<file path="config.mk">
export PLATFORM = sky130hd
export DESIGN_NAME = lutram_request_controller
export DESIGN_NICKNAME = d
export VERILOG_FILES = /design/src/rtl/lutram_request_controller_pkg.sv /design/src/rtl/lutram_request_controller.sv
export SDC_FILE = /design/constraint.sdc
export NUM_CORES = 1
export LEC_CHECK = 0
export BUFFER_PORTS_ARGS = -buffer_cell sky130_fd_sc_hd__buf_2
export CAP_MARGIN = 0
export CORE_AREA = 2 2 113 115
export DETAILED_ROUTE_END_ITERATION = 6
export DIE_AREA = 0 0 115 117
export MAX_ROUTING_LAYER = met4
export PLACE_DENSITY = 0.71
export SYNTH_ARGS = -nofsm -noshare
export SYNTH_HDL_FRONTEND = slang
export SYNTH_SLANG_ARGS = --single-unit
export TNS_END_PERCENT = 50
</file>
<file path="constraint.sdc">
create_clock -name clk_in -period 1.5 [get_ports clk_in]
set_input_delay 0.15 -clock clk_in [delete_from_list [all_inputs] [get_ports clk_in]]
set_output_delay 0.15 -clock clk_in [all_outputs]
set_load 0.05 [all_outputs]
</file>
<file path="src/rtl/lutram_request_controller_pkg.sv">
// Shared definitions for the LUTRAM request controller.
//   BYTE_LEN_IN_BITS : width of one write-mask byte lane
//   ctrl_state_e     : controller state (zero sweep / normal traffic)
package lutram_request_controller_pkg;

   localparam int unsigned BYTE_LEN_IN_BITS = 8;

   typedef enum logic {
      INIT = 1'b0,
      IDLE = 1'b1
   } ctrl_state_e;

endpackage

</file>
<file path="src/rtl/lutram_request_controller.sv">
// Initiator-side controller for a single-port, byte-masked, async-read LUTRAM.
// After reset it sweeps every set to zero, then serves valid/ready requests
// (all-zero mask = read, otherwise byte-masked write) and returns read data on
// a valid/ready response channel one cycle after the read is accepted.
//
// Ports:
//   clk_in, reset_in          clock, synchronous active-high reset
//   request_*                 request channel (valid/ready, mask, addr, data)
//   response_*                read-response channel (valid/ready, data)
//   init_done_out             zero sweep complete, requests may be accepted
//   mem_*_out                 drive the LUTRAM storage port
//   mem_read_entry_in         combinational read data from the LUTRAM
module lutram_request_controller
   import lutram_request_controller_pkg::*;
#(
   parameter int unsigned SINGLE_ENTRY_SIZE_IN_BITS = 64,
   parameter int unsigned NUM_SET                   = 64,
   parameter int unsigned SET_PTR_WIDTH_IN_BITS     = $clog2(NUM_SET),
   parameter int unsigned WRITE_MASK_LEN            = SINGLE_ENTRY_SIZE_IN_BITS / BYTE_LEN_IN_BITS
) (
   input  logic                                 clk_in,
   input  logic                                 reset_in,

   input  logic                                 request_valid_in,
   output logic                                 request_ready_out,
   input  logic [WRITE_MASK_LEN-1:0]            request_write_mask_in,
   input  logic [SET_PTR_WIDTH_IN_BITS-1:0]     request_addr_in,
   input  logic [SINGLE_ENTRY_SIZE_IN_BITS-1:0] request_data_in,

   output logic                                 response_valid_out,
   input  logic                                 response_ready_in,
   output logic [SINGLE_ENTRY_SIZE_IN_BITS-1:0] response_data_out,

   output logic                                 init_done_out,

   output logic                                 mem_access_en_out,
   output logic [WRITE_MASK_LEN-1:0]            mem_write_en_out,
   output logic [SET_PTR_WIDTH_IN_BITS-1:0]     mem_set_addr_out,
   output logic [SINGLE_ENTRY_SIZE_IN_BITS-1:0] mem_write_entry_out,
   input  logic [SINGLE_ENTRY_SIZE_IN_BITS-1:0] mem_read_entry_in
);

   localparam logic [SET_PTR_WIDTH_IN_BITS-1:0] LAST_SET = SET_PTR_WIDTH_IN_BITS'(NUM_SET - 1);

   ctrl_state_e                          state_q,      state_d;
   logic [SET_PTR_WIDTH_IN_BITS-1:0]     init_ptr_q,   init_ptr_d;
   logic                                 init_done_q,  init_done_d;
   logic                                 resp_valid_q, resp_valid_d;
   logic [SINGLE_ENTRY_SIZE_IN_BITS-1:0] resp_data_q,  resp_data_d;

   logic ready;
   logic accept;

   always_ff @(posedge clk_in) begin
      if (reset_in) begin
         state_q      <= INIT;
         init_ptr_q   <= '0;
         init_done_q  <= 1'b0;
         resp_valid_q <= 1'b0;
         resp_data_q  <= '0;
      end else begin
         state_q      <= state_d;
         init_ptr_q   <= init_ptr_d;
         init_done_q  <= init_done_d;
         resp_valid_q <= resp_valid_d;
         resp_data_q  <= resp_data_d;
      end
   end

   always_comb begin
      state_d             = state_q;
      init_ptr_d          = init_ptr_q;
      init_done_d         = init_done_q;
      resp_valid_d        = resp_valid_q;
      resp_data_d         = resp_data_q;
      ready               = 1'b0;
      accept              = 1'b0;
      mem_access_en_out   = 1'b0;
      mem_write_en_out    = '0;
      mem_set_addr_out    = request_addr_in;
      mem_write_entry_out = request_data_in;

      unique case (state_q)
         INIT: begin
            // Zero-fill one set per cycle; all lanes written.
            mem_access_en_out   = 1'b1;
            mem_write_en_out    = '1;
            mem_set_addr_out    = init_ptr_q;
            mem_write_entry_out = '0;
            init_ptr_d          = init_ptr_q + 1'b1;
            if (init_ptr_q == LAST_SET) begin
               state_d     = IDLE;
               init_done_d = 1'b1;
            end
         end
         IDLE: begin
            // A slot is free if nothing is held or the held response leaves now.
            ready             = !resp_valid_q || response_ready_in;
            accept            = request_valid_in && ready;
            mem_access_en_out = accept;
            mem_write_en_out  = accept ? request_write_mask_in : '0;
            if (resp_valid_q && response_ready_in) begin
               resp_valid_d = 1'b0;
            end
            // A read accepted alongside a handshake reloads the slot.
            if (accept && (request_write_mask_in == '0)) begin
               resp_valid_d = 1'b1;
               resp_data_d  = mem_read_entry_in;
            end
         end
      endcase
   end

   assign request_ready_out  = ready;
   assign response_valid_out = resp_valid_q;
   assign response_data_out  = resp_data_q;
   assign init_done_out      = init_done_q;

endmodule
</file>
==> metrics, run 1 <==
Critical Path Stages=4; Final Max Tran Viols=0; Worst Path Required=1350 ps; Tcrit/Tclk final=1.08; Inserted Clock Buffers=9; final net count=868; CP max stage delay=390 ps; synth unique cells=26; crit path max fanout=6; area grow syn2layout=78.4%; initial antenna violation count=4; Final Power=4.40 mW; port bufs=291; Setup WS pre-CTS=-56.6 ps; drt wl/cell=18.1 um; core area=12300 um2; reg2reg path depth=6; top cells by area, synth=dfxtp_1, nand2b_1, mux2i_1; VDD IR max=0.392 mV; pwr dens=638 nW/um2; slowest cell on the critical path=dfxtp_4; Synth top area share=0.378; CTS root buf=clkbuf_16; die area=13500 um2; Detail Route Antenna Nets=0; CTS H-tree lvls=3; design area=6890 um2; Critical Path, Cell by Cell=buf_12 > buf_12 > mux2_4 > buf_6; Synth area leader=dfxtp_1; Seq/Total Area, Yosys=0.378; grt total ovfl=0; drt initial violations=211; drt drc=0; placed cells=842; Crit path max-delay family=buffers and inverters; die extent in x=115 um; CP arrival=1470 ps; Async SR Flop Fraction=0; num ports=292; Final TNS setup=-3570 ps; Final Util=0.560; ratio of cells with drive above 1 in the final layout=0.554; CTS tree=done; Setup crit end kind=primary output; crit path time final=1620 ps; Setup Crit Path Kind=flip-flop to primary output; Final Hold Vio Count=0; clock skew=3.95 ps; Hold Slack=76.9 ps; Post-Syn Area=3860 um2; first-pass GRT wire length=19800 um; maximum clock rate=618 MHz; Syn Inst Count=416; worst slew pin tran=295 ps; hpwl dp=10500 um; Syn Nets=563; Die Y-Extent=117 um; RSZ-0062 raised after global routing=true; via density per instance=4.54; critical path buffer and inverter count=3; maximum clock path buffer count=2; Primary FF master, synth=dfxtp_1; worst hold path depth=3; cell repeated most along the worst path=buf_12; vias in the first global route=3572; synthesized area per cell=9.28 um2; number of synthesized flops with an enable pin=0; final cell count without fillers=881; final wirelength=15900 um; count of final setup violators=83; failing checks=setup timing; Leakage=3.23 nW; Synth warnings=0; largest net degree at the start of global routing=87; Vias=4000; max-cap viol count=0; status=finished with violations; slew margin rel.=0.801; Startpoint Class=flip-flop; first-pass iteration count of the detailed router=4; cts hold-fix bufs=0; Clock Sinks=73; Row Count=41; Worst Hold Class=input port to flip-flop; PnR worst setup slack=-118 ps; GRT Resource Usage Total=0.206; Worst-Skew Late Latency=330 ps; Yosys reg bits=73; Post-DP Area=5510 um2; Initial Util=0.314; placer congestion estimate=0.854; CTS clk-pin slew, worst paths=60 ps
## per-layer routing
layer  track usage  share of wire  vias up  wire [um]
li1              -              -     1934          -
met4        0.0835          0.036        0        580
met5             -              0        -          0
met2         0.328           0.49      189       7840
met3        0.0772          0.081       34       1290
met1         0.235           0.39     1843       6200
## report_power, final
part | total [mW] | switching [mW] | internal, mW | leakage, nW
Clock | 2.00 | 0.792 | 1.21 | 0.133
Combinational | 0.439 | 0.187 | 0.252 | 2.51
Sequential | 1.95 | 0.0100 | 1.94 | 0.590
## path summary, 6_finish.rpt
path	startpoint	to	slack, ps
worst max register to register	state_q	response_data_out[8]	-90
worst min-delay path	mem_read_entry_in[25]	response_data_out[25]	80
worst min register to register	response_data_out[16]	response_data_out[16]	470
worst max-delay path	state_q	mem_set_addr_out[4]	-120
## tightest hold or removal path, stage by stage
cell	delay, ps
buf_2	90
nand2b_1	50
mux2i_1	60
## cell type report
class | instances | area [um2]
Timing Repair Buffer | 325 | 2580
Multi-Input combinational cell | 304 | 2340
Tap cell | 150 | 188
Inverter | 8 | 30.0
Sequential cell | 73 | 1470
Clock inverter | 2 | 12.5
Antenna cell | 5 | 12.5
Fill cell | 1056 | 5420
Clock buffer | 14 | 264
## what timing repair did
item                       CTS  global route
cloned                       2             9
setup buffers                3             4
resized for setup          151            97
setup endpoints to repair   94           141
pin swaps                    1             2
## logic make-up (layout without fill, tap and decap cells)
| family | count (synthesis) | in the layout | share of synthesized area |
|---|---|---|---|
| AND/OR/NAND/NOR | 217 | 217 | 0.345 |
| AO/OA/AOI/OAI | 10 | 10 | 0.0143 |
| other | 0 | 5 | 0 |
| buffers and inverters | 39 | 349 | 0.0622 |
| multiplexers | 71 | 71 | 0.186 |
| adder cells (fa/ha/maj) | 1 | 1 | 0.00324 |
| flip-flops | 73 | 73 | 0.378 |
| XOR/XNOR | 5 | 5 | 0.0113 |
## sequential cells by signal, indices dropped and copies added (netlist names)
name / flops
init_done_out: 1
response_valid_out: 1
state_q: 1
response_data_out: 64
init_ptr_q: 6
## layout by cell type, fill, tap and decap left out, drive strengths merged, types with 2 or more instances in the layout
cell type,n
buf,318
xor2,3
a21oi,2
nand2,3
nand2b,129
mux2,6
diode,5
clkbuf,21
mux2i,65
nand3,2
o21ai,7
inv,8
nor2,10
nor2b,3
and2,66
dfxtp,73
xnor2,2
## cell usage after synthesis, types with 2 or more instances
| master | n |
|---|---|
| dfxtp_1 | 73 |
| and2_1 | 66 |
| o21ai_1 | 7 |
| a21oi_1 | 2 |
| mux2i_1 | 65 |
| buf_12 | 5 |
| nand2_1 | 3 |
| xnor2_1 | 2 |
| xor2_1 | 3 |
| clkbuf_1 | 23 |
| mux2_1 | 6 |
| nand2b_1 | 129 |
| nor2b_1 | 3 |
| nor2_1 | 10 |
| nand3_1 | 2 |
| inv_1 | 7 |
Power figures use the tool's default switching activity.
==> run 2, diff against run 1 <==
Settings changed: PLACE_DENSITY 0.71 to unset, PLACE_DENSITY_LB_ADDON set to 0.12.
==> run 2 against run 1 <==
Against the previous run: the run still ends with setup timing left; cell area shrank 3.8%; combinational power fell by 6.8%; register-to-register slack better by 130 ps; utilization decreased by 2.1 points; non-clock buffer count decreased by 17; critical path depth fell by 1; global-route usage shrank 3.6 points; sequential share of layout area rose by 0.84 points; highest routed layer unchanged.
==> metrics, run 2 (synthesized netlist as in run 1, its figures left out) <==
Post-DP Area=5490 um2 (-0.27%); VDD IR max=0.481 mV (+23%); max-cap viol count=0 (unchanged); crit path time final=1530 ps (-87.6 ps); failing checks=setup timing; Setup WS pre-CTS=-151 ps (-94.1 ps); Setup crit end kind=primary output; maximum clock rate=653 MHz (+5.7%); ratio of cells with drive above 1 in the final layout=0.508 (-0.0452); reg2reg path depth=6 (unchanged); Final Max Tran Viols=0 (unchanged); Initial Util=0.314 (unchanged); hpwl dp=8650 um (-18%); status=finished with violations; CTS tree=done; final net count=851 (-2.0%); area grow syn2layout=71.7%; Final Hold Vio Count=0 (unchanged); port bufs=291 (unchanged); vias in the first global route=3522 (-1.4%); drt drc=0 (unchanged); slew margin rel.=0.736 (-0.0651); CTS root buf=clkbuf_16; Worst-Skew Late Latency=330 ps (about the same); Worst Hold Class=input port to flip-flop; die extent in x=115 um (unchanged); CTS clk-pin slew, worst paths=60 ps (about the same); R2R Setup Slk=40 ps (+130 ps); Setup Crit Path Kind=flip-flop to primary output; final wirelength=12300 um (-23%); core area=12300 um2 (unchanged); Die Y-Extent=117 um (unchanged); design area=6630 um2 (-3.8%); Vias=3782 (-5.5%); first-pass iteration count of the detailed router=4 (unchanged); grt total ovfl=0 (unchanged); drt initial violations=205 (-2.8%); fillers=1114 (+5.5%); Reg area=1470 um2 (unchanged); PnR worst setup slack=-30.4 ps (+87.6 ps); Hold Crit Endpoint=response_data_out[57]; RSZ-0062 raised after global routing=true; worst hold path depth=3 (unchanged); drt wl/cell=14.3 um (-21%); first-pass GRT wire length=17400 um (-12%); placer congestion estimate=0.817 (-4.4%); Row Count=41 (unchanged); Final Power=4.96 mW (+13%); flip-flop count of the largest register after layout=64 (unchanged); Clock Sinks=73 (unchanged); CTS H-tree lvls=3 (unchanged); r2r startpoint=state_q; Hold Slack=74.0 ps (-2.82 ps); maximum clock path buffer count=2 (unchanged); die area=13500 um2 (unchanged); Inserted Clock Buffers=9 (unchanged); worst slew pin tran=396 ps (+100 ps); largest net degree at the start of global routing=138 (+59%); GRT Resource Usage Total=0.170 (-0.0363); count of final setup violators=18 (-78%); Leakage=3.11 nW (-3.8%); crit path max fanout=13 (+7); Detail Route Antenna Nets=0 (unchanged); reg2reg end=response_data_out[14]; multi-input logic area=2270 um2 (-2.9%); Min-Delay Startpoint=mem_read_entry_in[57]; CP arrival=1380 ps (-90 ps); num ports=292 (unchanged); via density per instance=4.40 (-3.0%); clock skew=5.63 ps (+1.68 ps); most frequent cells in the layout=buf_2, nand2b_1, dfxtp_1; commonest non-fill, non-tap cell in the layout=buf_2; Worst Path Required=1350 ps (about the same); Startpoint Class=flip-flop; Tcrit/Tclk final=1.02 (-0.0584); pwr dens=748 nW/um2 (+17%); initial antenna violation count=1 (-3)
## run 2: cell count changes in the layout (fill, tap and decap cells not counted), moves of 5 or more
cell       change
and2_1        +21
and2_4        -20
buf_6          -5
clkbuf_16      -6
mux2_1         +6
mux2_4         -6
o21ai_1        -7
o21ai_2        +6
## run 2: worst max-delay path, cell delays in order, from the launching register on
cell     delay [ps]
dfxtp_4         390
buf_12          150
mux2_1          340
buf_6           160
## run 2: routing by layer
layer	part of all wire	GRT usage
met3	0.064	0.0422
met5	0	-
met1	0.42	0.205
met2	0.51	0.277
met4	0.0086	0.0602
## run 2: metrics by stage
stage               cells  setup TNS [ps]   util
floorplan             416            -505      -
CTS                   856            -973  0.516
global route          859           -4280  0.539
finish                859            -299  0.539
detailed placement    839           -6970  0.446
global placement      839           -5490  0.446
## run 2: where the power goes
group	total (mW)	internal [mW]	switching, mW
clock network	2.59	1.79	0.808
registers	1.95	1.94	0.00837
logic	0.409	0.238	0.171
## run 2: final cells by class
class	instances	share of cell area
timing repair buffer	308	0.349
antenna	1	0.000377
sequential	73	0.221
clock buffer	10	0.0345
inverter	8	0.00453
tap	150	0.0283
clock inverter	5	0.0194
multi-input combinational	304	0.342
## run 2: worst max path at each step
stage                                        start               endpoint  slack, ps  depth (start not counted)
after detailed placement  request_write_mask_in[5]  response_data_out[32]       -150                          8
after CTS                                  state_q    mem_set_addr_out[5]        -40                          3
after global routing                       state_q    mem_set_addr_out[5]        -90                          3
after floorplan                 response_valid_out    mem_write_en_out[0]        -60                          3
final                                      state_q    mem_set_addr_out[4]        -30                          3
after global placement    request_write_mask_in[5]  response_data_out[33]       -110                          8
## run 2: repair_timing
item	CTS	global route
hold endpoints to repair	0	0
buffers inserted	0	1
gates resized for setup	143	71
gates cloned	2	1
hold buffers	0	0
pin swaps	1	1
setup endpoints to repair	93	128
